$ cat src/rtl/mux8_skid_reg.sv
// -----------------------------------------------------------------------------
// mux8_skid_reg
//
// Registered, back-pressurable pipeline stage that sits directly after the
// mux8 result selector. It captures the selected data word together with the
// select value that produced it, and passes both downstream under a
// valid/ready handshake.
//
// The stage is a two-entry skid buffer:
//   - main register : drives out_data / out_tag
//   - skid register : catches the beat that arrives in the same cycle the
//                     downstream first stalls
// With two entries the stage sustains one beat per cycle while both in_ready
// and out_valid come straight from state flops, so out_ready never reaches
// in_ready through logic.
//
// A wrapping counter of completed output handshakes is provided for debug and
// performance visibility. Flush does not clear it; reset does.
//
// Ports
//   clk        : single clock, all state changes on the rising edge
//   rst        : synchronous active-high reset (priority over flush)
//   flush      : synchronous flush, drops held entries (priority over handshakes)
//   in_valid   : upstream presents a beat
//   in_ready   : stage can accept a beat (decoded from state flops)
//   in_data    : mux8 output word
//   in_tag     : mux8 select that produced in_data
//   out_valid  : out_data/out_tag hold a beat (decoded from state flops)
//   out_ready  : downstream accepts the beat
//   out_data   : registered data
//   out_tag    : registered tag
//   xfer_count : completed output handshakes, modulo 2^CNT_WIDTH
// -----------------------------------------------------------------------------
module mux8_skid_reg #(
   parameter int DATA_WIDTH = 64,
   parameter int TAG_WIDTH  = 3,
   parameter int CNT_WIDTH  = 32
) (
   input  logic                  clk,
   input  logic                  rst,
   input  logic                  flush,
   input  logic                  in_valid,
   output logic                  in_ready,
   input  logic [DATA_WIDTH-1:0] in_data,
   input  logic [TAG_WIDTH-1:0]  in_tag,
   output logic                  out_valid,
   input  logic                  out_ready,
   output logic [DATA_WIDTH-1:0] out_data,
   output logic [TAG_WIDTH-1:0]  out_tag,
   output logic [CNT_WIDTH-1:0]  xfer_count
);

   // One beat as it travels through the stage: the select rides with its data.
   typedef struct packed {
      logic [TAG_WIDTH-1:0]  tag;
      logic [DATA_WIDTH-1:0] data;
   } beat_t;

   // Number of held entries: none, main only, main + skid.
   typedef enum logic [1:0] {
      S_EMPTY = 2'd0,
      S_ONE   = 2'd1,
      S_FULL  = 2'd2
   } state_t;

   localparam logic [CNT_WIDTH-1:0] CNT_ONE = CNT_WIDTH'(1);

   state_t               state;
   beat_t                main_q;
   beat_t                skid_q;
   beat_t                in_beat;
   logic                 in_xfer;
   logic                 out_xfer;
   logic [CNT_WIDTH-1:0] cnt_q;

   assign in_beat  = {in_tag, in_data};

   // Both handshake qualifiers come from state, never from the other side's
   // handshake input, which keeps the two ports timing-isolated.
   assign out_valid = (state != S_EMPTY);
   assign in_ready  = (state != S_FULL);

   assign in_xfer  = in_valid  & in_ready;
   assign out_xfer = out_valid & out_ready;

   always_ff @(posedge clk) begin
      if (rst) begin
         state  <= S_EMPTY;
         main_q <= '0;
         skid_q <= '0;
         cnt_q  <= '0;
      end else begin
         // A handshake completed in a flush cycle was really seen downstream,
         // so it is still counted.
         if (out_xfer)
            cnt_q <= cnt_q + CNT_ONE;

         if (flush) begin
            // Data registers keep their contents; only occupancy is dropped.
            state <= S_EMPTY;
         end else begin
            unique case (state)
               S_EMPTY: begin
                  if (in_xfer) begin
                     main_q <= in_beat;
                     state  <= S_ONE;
                  end
               end

               S_ONE: begin
                  if (in_xfer && out_xfer) begin
                     // Old beat leaves, new beat takes its place.
                     main_q <= in_beat;
                  end else if (out_xfer) begin
                     state  <= S_EMPTY;
                  end else if (in_xfer) begin
                     // Downstream stalled while a beat was already in flight
                     // toward us: park it behind the main entry.
                     skid_q <= in_beat;
                     state  <= S_FULL;
                  end
               end

               S_FULL: begin
                  // in_ready is low here, so only the output side can move.
                  if (out_xfer) begin
                     main_q <= skid_q;
                     state  <= S_ONE;
                  end
               end

               default: state <= S_EMPTY;
            endcase
         end
      end
   end

   assign out_data   = main_q.data;
   assign out_tag    = main_q.tag;
   assign xfer_count = cnt_q;

endmodule
$ cat config.mk
export PLATFORM = sky130hd
export DESIGN_NAME = mux8_skid_reg
export DESIGN_NICKNAME = d
export VERILOG_FILES = /design/src/rtl/mux8_skid_reg.sv
export SDC_FILE = /design/constraint.sdc
export NUM_CORES = 1
export LEC_CHECK = 0
export ABC_AREA = 1
export ABC_CLOCK_PERIOD_IN_PS = 1400
export CAP_MARGIN = 20
export CORE_ASPECT_RATIO = 1.1
export CORE_MARGIN = 5
export CORE_UTILIZATION = 46
export DETAILED_ROUTE_END_ITERATION = 8
export GPL_TIMING_DRIVEN = 0
export HOLD_SLACK_MARGIN = 0.03
export PLACE_DENSITY = 0.77
export SYNTH_ARGS = -nofsm -noshare
export SYNTH_HDL_FRONTEND = slang
export SYNTH_SLANG_ARGS = --single-unit
$ cat constraint.sdc
create_clock -name clk -period 1.4 [get_ports clk]
set_input_delay 0.28 -clock clk [delete_from_list [all_inputs] [get_ports clk]]
set_output_delay 0.28 -clock clk [all_outputs]
set_load 0.005 [all_outputs]
# ---- After elaboration in Yosys (flattened, before gate mapping)
# Cells that the tools add are included.
dict set report word_totals {
  register_bits 168
  output_inout_bits 101
}
dict set report op_classes {
  add_sub_neg 1
  bitwise_logic 5
  n_mux 10
  eq_ne 8
  n_reduce_logical 8
}
# op count
set ops {}
lappend ops {{67-bit 2-to-1 mux} 3}
lappend ops {{67-bit one-hot mux with 3 select lines} 1}
lappend ops {{32-bit by 1-bit adder with 32-bit output, second input constant} 1}
lappend ops {{2-bit 2-to-1 mux} 5}
lappend ops {{2-bit inequality test, second input constant} 5}
lappend ops {{5-bit AND reduction} 2}
lappend ops {{2-bit one-hot mux with 3 select lines} 1}
lappend ops {{4-bit AND reduction} 1}
lappend ops {{3-bit inequality test, second input constant} 1}
lappend ops {{1-bit NOT} 3}
lappend ops {{3-bit nonzero test} 1}
lappend ops {{1-bit AND} 2}
lappend ops {{2-bit by 1-bit == test with 1-bit output, second input constant} 1}
lappend ops {{2-bit == test, second input constant} 1}
lappend ops {{2-bit zero test} 1}
lappend ops {{2-bit nonzero test} 1}
lappend ops {{2-bit OR reduction} 1}
lappend ops {{1-bit logical AND} 1}

# ---- Logic depth before layout (Yosys ltp)
dict set report depth {
  ltp_word 6
  ltp_mapped 10
}

# ---- Worst setup path before layout
# Ideal clock, no wire load.
dict set report synth_timing {
  path_kind {register to register}
  start {register cnt_q[0] (netlist: xfer_count[0])}
  end {register cnt_q[20] (netlist: xfer_count[20])}
  arrival_time_ns 1.320
  required_ns 1.284
  n_path_buf 0
  stages_incl_launch_ff 9
  setup_ns 0.116
  slack_ns -0.036
  path_cell_list {dfxtp_1 > ha_1 > inv_1 > nor2_2 > nand3_1 > nor2_2 > nand2_1 > o21ai_0 > nor2_1}
}
dict set report synth_via {
  elab_chain_len 1
}
# element line_no
set synth_lines {}
lappend synth_lines {{start, declared} 74} ;# logic [CNT_WIDTH-1:0] cnt_q;
lappend synth_lines {{start signal, assigned} 96} ;# cnt_q <= cnt_q + CNT_ONE;
lappend synth_lines {{32-bit by 1-bit adder with 32-bit output} 96}
# Every way passes these cells.
# A chain may end at the register's enable or synchronous reset.

# ---- Worst setup path after layout
dict set report layout_timing {
  start {register state[0]}
  end {register cnt_q[13] (netlist: xfer_count[13])}
}
dict set report layout_via {
  elab_chain_len 2
}
# element line_no
set layout_lines {}
lappend layout_lines {{start, declared} 68} ;# state_t state;
lappend layout_lines {{start signal, assigned} 88} ;# state <= S_EMPTY;
lappend layout_lines {{start signal, assigned} 100} ;# state <= S_EMPTY;
lappend layout_lines {{start signal, assigned} 106} ;# state <= S_ONE;
lappend layout_lines {{2-bit nonzero test} 80} ;# assign out_valid = (state != S_EMPTY);
lappend layout_lines {{1-bit AND} 84} ;# assign out_xfer = out_valid & out_ready;
# Every way passes these cells.

==> flow_summary.json <==
{
  "run_status": "complete, but fails checks",
  "violations": "negative setup slack",
  "critical_path_buf_inv_count": 5,
  "required_ns": 1.70,
  "yosysTopAreaCellShare": 0.4410,
  "worst_pin_slew_ns": 0.6910,
  "whs_ns": 0.3372,
  "slowest_stage": "dfxtp_2",
  "cts_sinks": 168,
  "port_buffers": 172,
  "root_buffer": "clkbuf_16",
  "diodes": 0,
  "ir_drop_mv": 0.9231,
  "worst_path_most_repeated_cell": "buf_4",
  "cp-end-kind": "flop",
  "cts_buffers": 17,
  "clockPowerShare": 0.411,
  "initial_core_util": 0.4676,
  "synthTopCellsByArea": "dfxtp_1, nand2_1, o21ai_0",
  "synth_nets": 1235,
  "power.leakage_nw": 5.356,
  "max_stage_delay_ns": 0.36,
  "die_x_um": 132.8,
  "hold_viol": 0,
  "grtUsageTotal": 0.2358,
  "critPathTopFamily": "buffers and inverters",
  "grt_use_met1": 0.2659,
  "p_int_mw": 8.512,
  "cp.depth": 10,
  "skew_ns": 0.01106,
  "cts.reportedPaths.clkPinSlew_ns": 0.07,
  "final.min_clock_period_ns": 1.808,
  "htreeDepth": 4,
  "seqPwrFrac": 0.448,
  "dieArea_um2": 19260,
  "core-area_um2": 16310,
  "synth_area_um2": 7626,
  "netlist_instances": 1162,
  "ys_seq_area_frac": 0.4410,
  "p_comb_frac": 0.140,
  "cts_buffer_depth": 2,
  "rr_worst_depth": 10,
  "relSlewSlack": 0.5393,
  "setup_violations": 165,
  "gr-usage-met3": 0.06094,
  "rsz0062_at_grt": "true",
  "tns_ns": -29.06,
  "layout-drive-gt1-share": 0.2132,
  "drt-vias-per-instance": 5.082,
  "grt_util_met2": 0.4162,
  "wl_um": 24340,
  "dr.pass1.iters": 6,
  "fillCellCount": 1359,
  "io-pin-count": 173,
  "ys_ff_latch": 168,
  "syn_to_final_growth_pct": 50.44,
  "grt_pass1_vias": 7802,
  "fp.dieH_um": 145.0,
  "syn_area_per_cell_um2": 6.563,
  "worstPathArrival_ns": 2.11,
  "p_sw_frac": 0.2451,
  "grt_max_degree": 17,
  "drt_iter0_drc": 579,
  "critical_path_class": "reg2reg",
  "dp_cells": 1538,
  "crit_chain": "buf_4 -> buf_6 -> nor2_1 -> nor2_2 -> buf_6 -> buf_4 -> buf_4 -> nand2_2 -> o21ai_0 -> a21oi_1",
  "regToRegSetupSlack_ns": -0.41,
  "startpoint": "state[0]",
  "regToRegEndpoint": "xfer_count[13]",
  "yosysTopAreaCell": "dfxtp_1",
  "clock_latency_ns": 0.43,
  "wl_per_cell_um": 14.98,
  "busiest_layer": "met2",
  "critPathMaxFanout": 3,
  "slew_viol_final": 0,
  "grt_pass1_wl_um": 37430,
  "fin_ws_ns": -0.4082,
  "place.gp.congestion": 0.8528,
  "grt-ovfl-total": 0,
  "maxCapViolCount": 0,
  "period_share": 1.292,
  "setup.worst_path.end": "xfer_count[13]",
  "layout.cells.non_filler": 1625,
  "drc_errors": 0,
  "holdBufCountCts": 0,
  "rows": 49,
  "ant_nets": 0,
  "cts_tree": "done",
  "start_kind": "flop",
  "r2r-start": "state[0]",
  "net-switching-power_mw": 2.763,
  "vias": 8259,
  "yosys.cell_types.count": 29,
  "fmax_ghz": 0.5530,
  "dp_hpwl_um": 15510,
  "synth_warnings": 0,
  "grt_antenna_before_repair": 1,
  "hold_class": "in2reg",
  "fin_nets": 1481,
  "p_per_area_nw_per_um2": 982.8
}
routing by layer:
| metal | up-vias | wire length [um] |
|---|---|---|
| met1 | 3744 | 9430 |
| met3 | 82 | 1701 |
| li1 | 4102 | - |
| met4 | 2 | 946 |
| met2 | 329 | 12250 |
| met5 | - | 15 |
cell families (layout without fill, tap and decap cells):
| group | Yosys count | count (layout) | synth area share |
|---|---|---|---|
| AND/OR/NAND/NOR | 523 | 523 | 0.2725 |
| XOR/XNOR | 3 | 3 | 0.003446 |
| buffers and inverters | 237 | 496 | 0.1285 |
| AO/OA/AOI/OAI | 230 | 230 | 0.1529 |
| flip-flops | 168 | 168 | 0.4410 |
| adder cells (fa/ha/maj) | 1 | 1 | 0.001640 |
flip-flops by register name (all words and copies together) (netlist names):
| register | cells |
|---|---|
| out_tag | 3 |
| xfer_count | 32 |
| state | 2 |
| skid_q | 67 |
| out_data | 64 |
repair_timing:
item	CTS	global route
buffers inserted	32	16
endpoints found under the setup margin	264	169
pin swaps	21	32
gates resized for setup	306	107
gates cloned	9	0
cells in the final DEF, fill, tap and decap left out, types with 18 or more instances in the layout:
cell type,instances
nand2_1,216
inv_1,171
nor2_1,159
o21ai_0,135
dfxtp_1,124
dlygate4sd2_1,99
a21oi_1,79
clkdlybuf4s50_1,69
nand2_2,47
buf_4,34
buf_6,26
dfxtp_2,26
nand3_1,19
nor2_2,18
dfxtp_4,18
worst min path at each step:
stage / depth (start not counted) / end / slack, ns / start
after global placement: 2 / skid_q[11] / 0.43 / skid_q[11]
after floorplan: 2 / skid_q[0] / 0.42 / skid_q[0]
after detailed placement: 2 / skid_q[34] / 0.44 / skid_q[34]
final: 3 / state[0] / 0.34 / in_valid
after CTS: 4 / state[0] / 0.43 / out_ready
after global routing: 3 / state[0] / 0.36 / in_valid
Yosys cell counts:
cell type  count
nor3_1         9
inv_1        173
o21ba_2        1
nand4_1        8
buf_6          6
nand3_1       35
o21ai_0      141
nand2_2        1
o21a_1         3
buf_4          2
nand2_1      272
nor2_1       187
xnor2_1        1
buf_8          1
buf_2         21
ha_1           1
and2_1         1
xor2_1         2
nor2_2         6
o21bai_1       1
clkbuf_1      28
nand3b_1       1
buf_1          4
inv_2          2
nor3b_2        1
nor3b_1        2
o21ai_1        1
a21oi_1       83
dfxtp_1      168
power by group through the flow:
stage | Clock [mW] | Combinational (mW) | Sequential [mW]
final | 4.64 | 1.58 | 5.06
after global routing | 4.92 | 1.74 | 5.07
after CTS | 4.70 | 1.49 | 5.04
after detailed placement | 0 | 1.36 | 5.18
after global placement | 0 | 1.34 | 5.17
after floorplan | 0 | 0.626 | 5.18
worst min-delay path: cells and delay by family:
kind | cells | cell delay (ns)
AOI/OAI and AO/OA | 1 | 0.19
and+or+nand+nor | 1 | 0.05
buffers and inverters | 1 | 0.20
area by class of cell:
cell class	instances	area [um2]	area share
Inverter	175	661.9	0.05769
Clock inverter	8	95.09	0.008289
Timing Repair Buffer	228	2202	0.1920
Tap cell	204	255.2	0.02225
Clock buffer	24	481.7	0.04199
Sequential cell	168	3463	0.3019
Multi-Input combinational cell	757	3879	0.3381
Buffer	61	434.2	0.03784
per-stage QoR:
stage                     setup WS (ns)  area [um2]  utilization  total power [mW]
after floorplan                 0.01938        7634            -             5.804
after global placement          -0.7926        9610       0.5893             6.516
after detailed placement        -0.8154        9610       0.5893             6.539
after CTS                       -0.2388       11010       0.6749             11.24
after global routing            -0.4044       11470       0.7035             11.74
final                           -0.4082       11470       0.7035             11.27
Power figures use the tool's default switching activity.
